===== src/rtl/filtr_pkg.sv =====
// Shared sizing and types for the input filter and the I/O image register.
package filtr_pkg;

  localparam int N_BYTES         = 8;
  localparam int N_BITS          = 8 * N_BYTES;
  localparam int DEBOUNCE_CYCLES = 16;
  localparam int CNT_W           = 8;

  typedef logic [N_BYTES-1:0][7:0] byte_arr_t;

endpackage


===== src/rtl/filtr_wejsc_debounce_bit.sv =====
// One input bit: 2-flop synchronizer plus tick-driven debounce counter.
// Latency 2 clk + DEBOUNCE_CYCLES ticks; no backpressure, flip_strobe marks the flip edge.
module debounce_bit #(
  parameter int DEBOUNCE_CYCLES = 16,
  parameter int CNT_W           = 8
) (
  input  logic clk,
  input  logic rst_n,
  input  logic raw,
  input  logic sample_tick,
  output logic filt_bit,
  output logic flip_strobe
);

  localparam logic [CNT_W-1:0] CNT_MAX = CNT_W'(DEBOUNCE_CYCLES - 1);

  logic             s1;
  logic             s2;
  logic [CNT_W-1:0] cnt;

  assign flip_strobe = sample_tick && (s2 != filt_bit) && (cnt == CNT_MAX);

  always_ff @(posedge clk or negedge rst_n) begin
    if (!rst_n) begin
      s1       <= 1'b0;
      s2       <= 1'b0;
      cnt      <= '0;
      filt_bit <= 1'b0;
    end else begin
      s1 <= raw;
      s2 <= s1;
      if (sample_tick) begin
        if (s2 == filt_bit) begin
          cnt <= '0;
        end else if (flip_strobe) begin
          filt_bit <= s2;
          cnt      <= '0;
        end else begin
          cnt <= cnt + CNT_W'(1);
        end
      end
    end
  end

endmodule


===== src/rtl/filtr_wejsc.sv =====
// Debounced 64-bit field input stage; latency 2 clk + DEBOUNCE_CYCLES ticks, no backpressure.
// Optional sticky edge flags cleared by scan_ack when FILTR_EDGE_DETECT_EN is defined.
module filtr_wejsc
  import filtr_pkg::*;
#(
  parameter int DEBOUNCE_CYCLES = filtr_pkg::DEBOUNCE_CYCLES,
  parameter int CNT_W           = filtr_pkg::CNT_W
) (
  input  logic        clk,
  input  logic        rst_n,
  input  logic [7:0]  raw0,
  input  logic [7:0]  raw1,
  input  logic [7:0]  raw2,
  input  logic [7:0]  raw3,
  input  logic [7:0]  raw4,
  input  logic [7:0]  raw5,
  input  logic [7:0]  raw6,
  input  logic [7:0]  raw7,
  input  logic        sample_tick,
  input  logic        scan_ack,
  output logic [7:0]  filt0,
  output logic [7:0]  filt1,
  output logic [7:0]  filt2,
  output logic [7:0]  filt3,
  output logic [7:0]  filt4,
  output logic [7:0]  filt5,
  output logic [7:0]  filt6,
  output logic [7:0]  filt7,
  output logic        changed,
  output logic [63:0] rise_flags,
  output logic [63:0] fall_flags
);

  byte_arr_t         raw_arr;
  byte_arr_t         filt_arr;
  logic [N_BITS-1:0] filt_vec;
  logic [N_BITS-1:0] flip_vec;

  assign raw_arr = {raw7, raw6, raw5, raw4, raw3, raw2, raw1, raw0};

  for (genvar i = 0; i < N_BITS; i++) begin : g_bit
    debounce_bit #(
      .DEBOUNCE_CYCLES (DEBOUNCE_CYCLES),
      .CNT_W           (CNT_W)
    ) u_bit (
      .clk         (clk),
      .rst_n       (rst_n),
      .raw         (raw_arr[i/8][i%8]),
      .sample_tick (sample_tick),
      .filt_bit    (filt_vec[i]),
      .flip_strobe (flip_vec[i])
    );
  end

  assign filt_arr = filt_vec;
  assign filt0    = filt_arr[0];
  assign filt1    = filt_arr[1];
  assign filt2    = filt_arr[2];
  assign filt3    = filt_arr[3];
  assign filt4    = filt_arr[4];
  assign filt5    = filt_arr[5];
  assign filt6    = filt_arr[6];
  assign filt7    = filt_arr[7];

  always_ff @(posedge clk or negedge rst_n) begin
    if (!rst_n) changed <= 1'b0;
    else        changed <= |flip_vec;
  end

`ifdef FILTR_EDGE_DETECT_EN
  logic [N_BITS-1:0] rise_q;
  logic [N_BITS-1:0] fall_q;

  // A flip strobe is qualified by the pre-flip value to tell rise from fall.
  always_ff @(posedge clk or negedge rst_n) begin
    if (!rst_n) begin
      rise_q <= '0;
      fall_q <= '0;
    end else begin
      rise_q <= (rise_q & ~{N_BITS{scan_ack}}) | (flip_vec & ~filt_vec);
      fall_q <= (fall_q & ~{N_BITS{scan_ack}}) | (flip_vec &  filt_vec);
    end
  end

  assign rise_flags = rise_q;
  assign fall_flags = fall_q;
`else
  logic unused_scan_ack;
  assign unused_scan_ack = scan_ack;
  assign rise_flags      = '0;
  assign fall_flags      = '0;
`endif

endmodule


===== config.mk =====
export PLATFORM = sky130hd
export DESIGN_NAME = filtr_wejsc
export DESIGN_NICKNAME = d
export VERILOG_FILES = /design/src/rtl/filtr_pkg.sv /design/src/rtl/filtr_wejsc_debounce_bit.sv /design/src/rtl/filtr_wejsc.sv
export SDC_FILE = /design/constraint.sdc
export NUM_CORES = 1
export LEC_CHECK = 0
export ABC_CLOCK_PERIOD_IN_PS = 3200
export CAP_MARGIN = 20
export CORE_MARGIN = 8
export CORE_UTILIZATION = 45
export DETAILED_ROUTE_END_ITERATION = 8
export GPL_ROUTABILITY_DRIVEN = 0
export SYNTH_ARGS = -nofsm -noshare
export SYNTH_HDL_FRONTEND = slang
export SYNTH_SLANG_ARGS = --single-unit

===== constraint.sdc =====
create_clock -name clk -period 3.2 [get_ports clk]
set_input_delay 0.48 -clock clk [delete_from_list [all_inputs] [get_ports clk]]
set_output_delay 0.48 -clock clk [all_outputs]
set_load 0.02 [all_outputs]

==> results of run 1 <==
==> power groups by stage <==
stage	logic (uW)	clock network [uW]	registers, uW
4_1_cts	1430	9650	9530
3_5_place_dp	1420	0	9690
5_1_grt	1630	10000	9570
6_report	1410	9360	9530
3_3_place_gp	1370	0	9660
2_1_floorplan	1020	0	9610
==> cell usage in the layout (no fill, tap or decap), types with 4 or more instances in the layout <==
master | Yosys | routed
clkbuf_1 | 60 | 8
or3_1 | 62 | 62
buf_12 | 0 | 14
nand3_1 | 132 | 132
dfrtp_1 | 705 | 705
or4b_4 | 46 | 46
o21ai_0 | 503 | 503
ha_1 | 64 | 64
nor4_1 | 5 | 5
mux2_4 | 42 | 42
bufinv_16 | 0 | 6
nand4b_1 | 62 | 62
clkbuf_16 | 0 | 82
clkinv_2 | 0 | 22
inv_1 | 125 | 125
o22ai_1 | 63 | 63
mux2i_1 | 65 | 65
nand2b_1 | 120 | 120
o2bb2ai_1 | 126 | 126
mux2_2 | 17 | 17
clkinvlp_4 | 0 | 5
nor2_1 | 16 | 16
buf_4 | 193 | 28
clkbuf_8 | 0 | 20
and3_1 | 254 | 254
xnor2_1 | 127 | 127
xor2_1 | 64 | 64
o31ai_1 | 4 | 4
mux2_1 | 6 | 6
or2_2 | 14 | 14
o2111ai_1 | 15 | 15
conb_1 | 1 | 128
nand2_1 | 320 | 320
clkdlybuf4s50_1 | 0 | 129
o211ai_1 | 61 | 61
==> per-stage QoR <==
| stage | hold WS, ns | total power (uW) |
|---|---|---|
| 2_1_floorplan | 0.184 | 10600 |
| 3_3_place_gp | 0.331 | 11000 |
| 3_5_place_dp | 0.335 | 11100 |
| 4_1_cts | 0.207 | 20600 |
| 5_1_grt | 0.229 | 21200 |
| 6_report | 0.250 | 20300 |
==> registers in the layout, indices dropped and copies added (netlist names) <==
register / count
changed: 1
g_bit.u_bit.cnt: 512
g_bit.u_bit.filt_bit: 64
g_bit.u_bit.s1: 64
g_bit.u_bit.s2: 64
==> worst max-delay path by stage <==
stage                     slack, ns  cells after the start                        to                     start
final                          0.92                      1                  filt2[2]  g_bit[18].u_bit.filt_bit
after global routing           0.86                      1                  filt2[2]  g_bit[18].u_bit.filt_bit
after CTS                      0.87                      1                  filt2[2]  g_bit[18].u_bit.filt_bit
after detailed placement       0.67                      7                   changed               sample_tick
after global placement         0.65                      7                   changed               sample_tick
after floorplan                1.42                      5  g_bit[26].u_bit.filt_bit               sample_tick
==> synth_stat cells (16+ instances only) <==
| cell type | count |
|---|---|
| o211ai_1 | 61 |
| mux2_4 | 42 |
| o21ai_0 | 503 |
| or3_1 | 62 |
| buf_4 | 193 |
| nand3_1 | 132 |
| or4b_4 | 46 |
| nand2_1 | 320 |
| clkbuf_1 | 60 |
| xor2_1 | 64 |
| inv_1 | 125 |
| o2bb2ai_1 | 126 |
| mux2_2 | 17 |
| and3_1 | 254 |
| nor2_1 | 16 |
| nand4b_1 | 62 |
| o22ai_1 | 63 |
| nand2b_1 | 120 |
| xnor2_1 | 127 |
| dfrtp_1 | 705 |
| mux2i_1 | 65 |
| ha_1 | 64 |
==> cell families after synthesis <==
kind of cell / Yosys count / synth area share
adders and majority gates: 64 / 0.0231
buffers and inverters: 401 / 0.0648
AOI/OAI and AO/OA: 781 / 0.136
other: 1 / 0.000108
and+or+nand+nor: 1044 / 0.174
muxes: 130 / 0.0444
xor gates and xnor gates: 191 / 0.0483
DFF: 705 / 0.509
==> repair_timing <==
action,CTS,global route
hold buffers,1,0
endpoints found under the setup margin,0,0
endpoints found under the hold margin,41,0
==> layout make-up <==
type / instances / area (sq um) / share of cell area
Sequential cell: 705 / 17600 / 0.450
Clock inverter: 37 / 370 / 0.00945
Multi-Input combinational cell: 2338 / 15200 / 0.389
Timing Repair Buffer: 174 / 1820 / 0.0465
Clock buffer: 110 / 2360 / 0.0601
Tap cell: 1030 / 1290 / 0.0329
Antenna cell: 1 / 2.50 / 0.0000638
Inverter: 126 / 478 / 0.0122
==> routing by layer <==
metal  vias to the layer above  global-route usage  share of wire  wire (microns)
met1                     12009               0.239           0.46           35000
li1                      11785                   -              -               -
met5                         -                   0              0               0
met2                       477               0.285           0.47           35900
met4                         0              0.0510          0.022            1680
met3                       103              0.0289          0.047            3600
==> tightest hold or removal path: cells and delay by family <==
kind | cells | cell delay, ns
AO/OA/AOI/OAI | 1 | 0.07
buffers and inverters | 1 | 0.18
AND/OR/NAND/NOR | 1 | 0.09
==> reports/qor.yml, run 1 <==
outcome:
  status: "completed"
sta:
  skew_ns: 0.0242
  setup_tns_ns: 0
  fin_crit_ns: 2.28
  hold_violations: 0
  clock.fmax_mhz: 438
  slew_violations: 0
  rsz0062_at_grt: "false"
  period_share: 0.714
  slew_headroom: 0.573
  setup_viol: 0
  worst_slew_pin_slew_ns: 0.635
  worst_slack_ns: 0.916
power_and_ir_drop:
  power_frac_comb: 0.070
  p_leak_uw: 0.0180
  vdd_drop_max_mv: 0.360
  power.density_mw_per_mm2: 518
  power.internal_uw: 15400
  swShare: 0.242
  seqPwrFrac: 0.469
  power.switching_uw: 4900
  clock_power_share: 0.461
yosys:
  syn_area_sq_mm: 0.0347
  postSynthCellCount: 3317
  synth_top_cell_by_area: "dfrtp_1"
  synth_area_per_cell_sq_um: 10.4
  synthArstFlopShare: 1.00
  ys_seq_area_frac: 0.509
  synth_top_area_frac: 0.509
  synth-warning-count: 0
  synth_edf_count: 0
  synthTopCellsByArea: "dfrtp_1 51%, o21ai_0 7.3%, and3_1 4.6%, buf_4 4.2%, nand2_1 3.5%"
  synth-main-ff-cell: "dfrtp_1"
  synth_cell_types: 44
  ys_ff_latch: 705
critical_path:
  path_class: "reg -> out"
  cp-start-kind: "flop"
  reg2reg_depth: 6
  critPathCaptureType: "output port"
  reg2reg_to: "changed"
  critPathBufInv: 1
  rrSetupSlack_ns: 1.06
  cp_max_fo: 3
  path_delay_family: "buffers and inverters"
  slowest_delay_ns: 0.80
  cp.required_ns: 2.72
  arrival_ns: 1.80
  cp_cell_sequence: "clkdlybuf4s50_1"
  cp_slowest_cell: "clkdlybuf4s50_1"
  r2r_start: "g_bit[5].u_bit.cnt[0]"
place:
  io_buffers: 131
  preCtsSetupSlack_ns: 0.671
  dp_hpwl_mm: 53.1
  placed_cells: 4372
  dpl_cell_area_sq_mm: 0.0365
route:
  initialDrtViolationCount: 1492
  routed_wl_mm: 76.1
  wl_per_cell_microns: 16.8
  vias_per_cell: 5.39
  drt_pass1_iterations: 5
  num_vias: 24374
  ant_nets: 0
  drc: 0
global_routing:
  antenna_found_initial: 1
  grt.overflow.total: 0
  grt_util_all_layers: 0.175
  first_global_vias: 24063
  grt_max_degree: 165
  grt_pass1_wl_mm: 126
layout:
  instances_no_fill: 4521
  utilization: 0.515
  layout-drive-gt1-share: 0.0877
  syn_to_final_growth_pct: 13.1
  fin_area_sq_mm: 0.0392
  fin_nets: 3558
  fill_cells: 6751
floorplan:
  start_util: 0.456
  dieWidth_microns: 294
  num_rows: 101
  die_h_microns: 294
  core_area_sq_mm: 0.0761
  pin_count: 261
  dieArea_sq_mm: 0.0861
clock_tree:
  clkSlewWorstSetupHoldPaths_ns: 0.06
  clkLatencyLatePin_ns: 0.63
  htreeDepth: 3
  cts_buffers: 81
  post_cts_buffers: 0
  ctsResizeCount: 0
  cts_buffer_depth: 3
  cts_tree: "yes"
  root_buffer: "clkbuf_16"
  clock_sinks: 705
hold_path:
  hp-start: "sample_tick"
  hold_path_depth: 3
  min-delay-path-class: "in -> reg"
  hold_path_end: "g_bit[30].u_bit.cnt[2]"
flow_run:
  maxCapViolCount: 0
No activity file was read; power rests on OpenSTA's default activity.
==> run 2, diff against run 1 <==
--- a/config.mk
+++ b/config.mk
@@ -5,7 +5,7 @@
 export SDC_FILE = /design/constraint.sdc
 export NUM_CORES = 1
 export LEC_CHECK = 0
-export ABC_CLOCK_PERIOD_IN_PS = 3200
+export ABC_CLOCK_PERIOD_IN_PS = 2200
 export CAP_MARGIN = 20
 export CORE_MARGIN = 8
 export CORE_UTILIZATION = 45
==> constraint.sdc (replaced) <==
create_clock -name clk -period 2.2 [get_ports clk]
set_input_delay 0.33 -clock clk [delete_from_list [all_inputs] [get_ports clk]]
set_output_delay 0.33 -clock clk [all_outputs]
set_load 0.02 [all_outputs]
==> reports/qor.yml, run 2 (synthesized netlist as in run 1, its figures left out) <==
clock_tree:
  cts_tree: "yes"  # unchanged
  clock_sinks: 705  # unchanged
  clkLatencyLatePin_ns: 0.62  # was 0.63 ns
  root_buffer: "clkbuf_16"  # unchanged
  cts_buffer_depth: 3  # unchanged
  post_cts_buffers: 0  # unchanged
  clkSlewWorstSetupHoldPaths_ns: 0.06  # about the same
  htreeDepth: 3  # unchanged
  cts_buffers: 79  # was 81
global_routing:
  grt.overflow.total: 0  # unchanged
  grt_max_degree: 88  # was 165
  grt_util_all_layers: 0.177  # was 0.175
  antenna_found_initial: 1  # unchanged
  first_global_vias: 24362  # was 24063
  grt_pass1_wl_mm: 127  # was 126 mm
sta:
  clock.fmax_mhz: 466
  fin_crit_ns: 2.15
  setup_viol: 0  # unchanged
  slew_headroom: 0.574  # was 0.573
  worst_slew_pin_slew_ns: 0.639  # was 0.635 ns
  slew_violations: 0  # unchanged
  rsz0062_at_grt: "false"  # unchanged
  hold_violations: 0  # unchanged
  skew_ns: 0.0228  # was 0.0242 ns
  period_share: 0.976
  setup_tns_ns: 0  # unchanged
hold_path:
  min-delay-path-class: "in -> reg"  # unchanged
power_and_ir_drop:
  clock_power_share: 0.445  # was 0.461
  power.switching_uw: 7020  # was 4900 uW
  swShare: 0.244  # was 0.242
  power.density_mw_per_mm2: 732  # was 518 mW/mm^2
  power_frac_comb: 0.074  # was 0.070
  p_leak_uw: 0.0181  # was 0.0180 uW
  power.internal_uw: 21800  # was 15400 uW
  seqPwrFrac: 0.481  # was 0.469
  vdd_drop_max_mv: 0.625  # was 0.360 mV
route:
  wl_per_cell_microns: 17.0  # was 16.8 microns
  routed_wl_mm: 77.5  # was 76.1 mm
  initialDrtViolationCount: 1469  # was 1492
  vias_per_cell: 5.43  # was 5.39
  num_vias: 24675  # was 24374
  drt_pass1_iterations: 5  # unchanged
  ant_nets: 0  # unchanged
  drc: 0  # unchanged
critical_path:
  path_class: "reg -> reg"  # was reg -> out
  cp_max_fo: 4  # was 3
  cp-start-kind: "flop"  # unchanged
  cp.required_ns: 2.67  # was 2.72 ns
  arrival_ns: 2.61  # was 1.80 ns
  critPathCaptureType: "flop"  # was output port
outcome:
  status: "completed"  # unchanged
layout:
  layout-drive-gt1-share: 0.0922  # was 0.0877
  largest_register_ffs: 512  # unchanged
  utilization: 0.517  # was 0.515
  mostFrequentLayoutCells: "705 x dfrtp_1, 503 x o21ai_0, 320 x nand2_1"  # unchanged
  syn_to_final_growth_pct: 13.6  # was 13.1%
  largest_register: "g_bit.u_bit.cnt"  # unchanged
  layout_commonest_cell: "dfrtp_1"  # unchanged
  fill_cells: 6708  # was 6751
  fin_nets: 3591  # was 3558
floorplan:
  pin_count: 261  # unchanged
  core_area_sq_mm: 0.0761  # unchanged
  num_rows: 101  # unchanged
  dieWidth_microns: 294  # unchanged
  start_util: 0.456  # unchanged
  die_h_microns: 294  # unchanged
  dieArea_sq_mm: 0.0861  # unchanged
place:
  io_buffers: 131  # unchanged
  dp_hpwl_mm: 54.5  # was 53.1 mm
flow_run:
  maxCapViolCount: 0  # unchanged
-- run 2: changes by cell type in the layout (fill, tap and decap cells not counted), sizes merged --
cell      change
buf          +35
bufinv        -5
clkbuf        +5
clkinv       -10
clkinvlp      -2
inv           +1
-- run 2: power by group through the flow --
stage	Sequential (uW)	Combinational (uW)	Clock, uW
floorplan	14000	1490	0
global placement	14100	2070	0
detailed placement	14100	2160	0
CTS	13900	2170	13300
global route	13900	2450	13700
finish	13900	2140	12800
-- run 2: cell type report --
type                       instances  area (sq um)  share of cell area
sequential                       705         17600               0.448
timing repair buffer             209          2180              0.0555
antenna                            1          2.50           0.0000636
multi-input combinational       2338         15200               0.387
clock inverter                    21           160             0.00407
tap                             1030          1290              0.0327
inverter                         126           478              0.0121
clock buffer                     115          2370              0.0601
-- run 2: per-stage QoR --
stage	instances	instance area, sq um	power [uW]	setup WS, ns	hold slack [ns]
2_1_floorplan	3444	35100	15500	0.513	0.0344
3_3_place_gp	4407	36800	16100	0.0160	0.332
3_5_place_dp	4407	36800	16200	0.0301	0.335
4_1_cts	4544	39400	29300	0.0483	0.0984
5_1_grt	4544	39400	30100	0.00654	0.110
6_report	4545	39400	28800	0.0537	0.146
-- run 2: critical path, cell delays in order (launching register included) --
cell and delay [ns]:
dfrtp_1 0.40, ha_1 0.25, nand4b_1 0.16, or4b_4 0.21
o2111ai_1 0.24, nor4_1 0.56, nand4_1 0.17
-- run 2: per-layer routing --
metal | up-vias | global-route usage | share of wire
met5 | - | 0 | 0
met4 | 0 | 0.0465 | 0.022
met3 | 123 | 0.0337 | 0.048
met2 | 515 | 0.289 | 0.48
met1 | 12170 | 0.241 | 0.45
li1 | 11867 | - | -
-- run 2: worst paths after layout --
kind / slack (ns) / cells past startpoint / to / from
worst max register to register: 0.05 / 6 / changed / g_bit[50].u_bit.cnt[0]
worst min register to register: 0.34 / 0 / g_bit[50].u_bit.s2 / g_bit[50].u_bit.s1
min in group asynchronous: 0.29 / 2 / g_bit[39].u_bit.cnt[6] / rst_n
max in group asynchronous: 1.02 / 3 / g_bit[59].u_bit.cnt[2] / rst_n
worst max-delay path: 0.05 / 6 / changed / g_bit[50].u_bit.cnt[0]
worst min-delay path: 0.15 / 1 / g_bit[22].u_bit.s1 / raw2[6]
-- run 2: timing repair --
item                                   CTS  global route
setup endpoints to repair                0             0
endpoints found under the hold margin   22             0
hold buffers                             1             0
resized for setup                        0             0
==> run 3, diff against run 2 <==
--- a/config.mk
+++ b/config.mk
@@ -7,7 +7,6 @@
 export LEC_CHECK = 0
 export ABC_CLOCK_PERIOD_IN_PS = 2200
 export CAP_MARGIN = 20
-export CORE_MARGIN = 8
 export CORE_UTILIZATION = 45
 export DETAILED_ROUTE_END_ITERATION = 8
 export GPL_ROUTABILITY_DRIVEN = 0
==> reports/qor.yml, run 3 (synthesized netlist as in run 1, its figures left out) <==
outcome:
  status: "completed"  # unchanged
clock_tree:
  cts_buffers: 79  # unchanged
  clkSlewWorstSetupHoldPaths_ns: 0.06  # about the same
  clock_sinks: 705  # unchanged
  post_cts_buffers: 0  # unchanged
  clkLatencyLatePin_ns: 0.64  # was 0.62 ns
  cts_tree: "yes"  # unchanged
  htreeDepth: 3  # unchanged
  cts_buffer_depth: 3  # unchanged
  root_buffer: "clkbuf_16"  # unchanged
route:
  drt_pass1_iterations: 7  # was 5
  vias_per_cell: 5.45  # was 5.43
  initialDrtViolationCount: 1633  # was 1469
  num_vias: 24959  # was 24675
  wl_per_cell_microns: 16.8  # was 17.0 microns
  routed_wl_mm: 77.0  # was 77.5 mm
  drc: 0  # unchanged
  ant_nets: 0  # unchanged
layout:
  largest_register: "g_bit.u_bit.cnt"  # unchanged
  n_antenna_cell: 0  # was 1
  multi_input_area_sq_mm: 0.0152  # about the same
  instances_no_fill: 4580  # was 4545
  fill_cells: 6696  # was 6708
  layout_commonest_cell: "dfrtp_1"  # unchanged
  largest_register_ffs: 512  # unchanged
  mostFrequentLayoutCells: "705 x dfrtp_1, 503 x o21ai_0, 320 x nand2_1"  # unchanged
  syn_to_final_growth_pct: 14.2  # was 13.6%
  fin_nets: 3619  # was 3591
  seq_area_sq_mm: 0.0176  # unchanged
  layout-drive-gt1-share: 0.0980  # was 0.0922
  utilization: 0.520  # was 0.517
global_routing:
  grt.overflow.total: 0  # unchanged
  first_global_vias: 24597  # was 24362
  grt_pass1_wl_mm: 128  # was 127 mm
  grt_util_all_layers: 0.200  # was 0.177
  antenna_found_initial: 2  # was 1
  top_usage_layer: "met2"  # unchanged
  use_met2: 0.320  # was 0.289
  met1_usage: 0.272  # was 0.241
  grtUsageMet3: 0.0349  # was 0.0337
  grt_max_degree: 85  # was 88
critical_path:
  critPathBufInv: 1  # was 0
  path_class: "reg -> out"  # was reg -> reg
  critPathCaptureType: "output port"  # was flop
  cp_max_fo: 3  # was 4
  arrival_ns: 1.80  # was 2.61 ns
  slowest_delay_ns: 0.78  # was 0.56 ns
  path_delay_family: "buffers and inverters"  # was simple AND/OR/NAND/NOR gates
  cp-start-kind: "flop"  # unchanged
  cp.required_ns: 1.87  # was 2.67 ns
  cp_slowest_cell: "clkdlybuf4s50_1"  # was nor4_1
  cp_cell_sequence: "clkdlybuf4s50_1"  # was ha_1 > nand4b_1 > or4b_4 > o2111ai_1 > nor4_1 > nand4_1
flow_run:
  maxCapViolCount: 0  # unchanged
sta:
  fin_hold_ws_ns: 0.136  # was 0.146 ns
  skew_ns: 0.0230  # was 0.0228 ns
  setup_tns_ns: 0  # unchanged
  fin_crit_ns: 2.13  # was 2.15 ns
  clock.fmax_mhz: 469  # was 466 MHz
  rsz0062_at_grt: "false"  # unchanged
  slew_violations: 0  # unchanged
  slew_headroom: 0.616  # was 0.574
  setup_viol: 0  # unchanged
  hold_violations: 0  # unchanged
  period_share: 0.969  # was 0.976
  worst_slew_pin_slew_ns: 0.576  # was 0.639 ns
place:
  placed_cells: 4435  # was 4407
  io_buffers: 131  # unchanged
  dp_hpwl_mm: 54.7  # was 54.5 mm
power_and_ir_drop:
  vdd_drop_max_mv: 0.616  # was 0.625 mV
  power.density_mw_per_mm2: 727  # was 732 mW/mm^2
  p_leak_uw: 0.0183  # was 0.0181 uW
floorplan:
  die_h_microns: 280  # was 294 microns
  core_area_sq_mm: 0.0761  # unchanged
  dieArea_sq_mm: 0.0781  # was 0.0861 sq mm
  start_util: 0.456  # unchanged
  pin_count: 261  # unchanged
  dieWidth_microns: 280  # was 294 microns
  num_rows: 101  # unchanged
hold_path:
  min-delay-path-class: "in -> reg"  # unchanged
run 3: changes by cell type in the layout (fill, tap and decap cells not counted), sizes merged, moves of 2 or more:
cell,previous run,this run
buf,79,107
clkdlybuf4s50,129,125
clkbuf,115,118
clkinv,14,17
dlymetal6s2s,0,3
inv,129,132
clkinvlp,3,1
run 3: where the power goes:
group | switching [uW] | internal [uW] | total [uW]
Sequential | 412 | 13500 | 13900
Clock | 5420 | 7330 | 12700
Combinational | 1360 | 803 | 2170
Total | 7190 | 21600 | 28800
run 3: routing by layer:
metal,vias up,part of all wire
met4,0,0.032
met1,12385,0.46
met2,481,0.47
li1,11944,-
met3,149,0.040
met5,-,0
run 3: worst paths after layout:
kind | from | endpoint | slack [ns] | cells after the start
max in group asynchronous | rst_n | g_bit[14].u_bit.s1 | 1.16 | 4
min | raw2[6] | g_bit[22].u_bit.s1 | 0.14 | 1
min reg2reg | g_bit[1].u_bit.s1 | g_bit[1].u_bit.s2 | 0.34 | 0
max reg2reg | g_bit[40].u_bit.cnt[0] | changed | 0.16 | 8
min in group asynchronous | rst_n | g_bit[35].u_bit.s2 | 0.19 | 2
max | g_bit[16].u_bit.filt_bit | filt2[0] | 0.07 | 1
run 3: metrics by stage:
stage                     setup slack, ns  cell area, sq um  power [uW]
final                              0.0688             39600       28800
after global routing               0.0170             39600       30100
after CTS                         0.00999             39600       29200
after detailed placement           0.0402             37100       16300
after global placement             0.0336             37100       16200
after floorplan                     0.513             35100       15500
run 3: worst reg2reg max path, cell delays in order, from the launching register on:
cell       delay (ns)
dfrtp_1          0.39
ha_1             0.22
nand4b_1         0.17
or4b_4           0.60
o2111ai_1        0.14
buf_4            0.17
nor4_1           0.06
buf_4            0.16
nand4_1          0.07
run 3: layout make-up:
type / instances / share of cell area
inverters: 126 / 0.0121
multi-input cells: 2338 / 0.385
clock inverters: 26 / 0.00604
flip-flops and latches: 705 / 0.446
clock buffers: 118 / 0.0567
well taps: 1030 / 0.0326
repair buffers: 237 / 0.0613
run 3: timing repair:
action,in CTS,in global routing
hold endpoints to repair,116,0
endpoints found under the setup margin,1,4
hold buffers,1,0
resized for setup,1,4
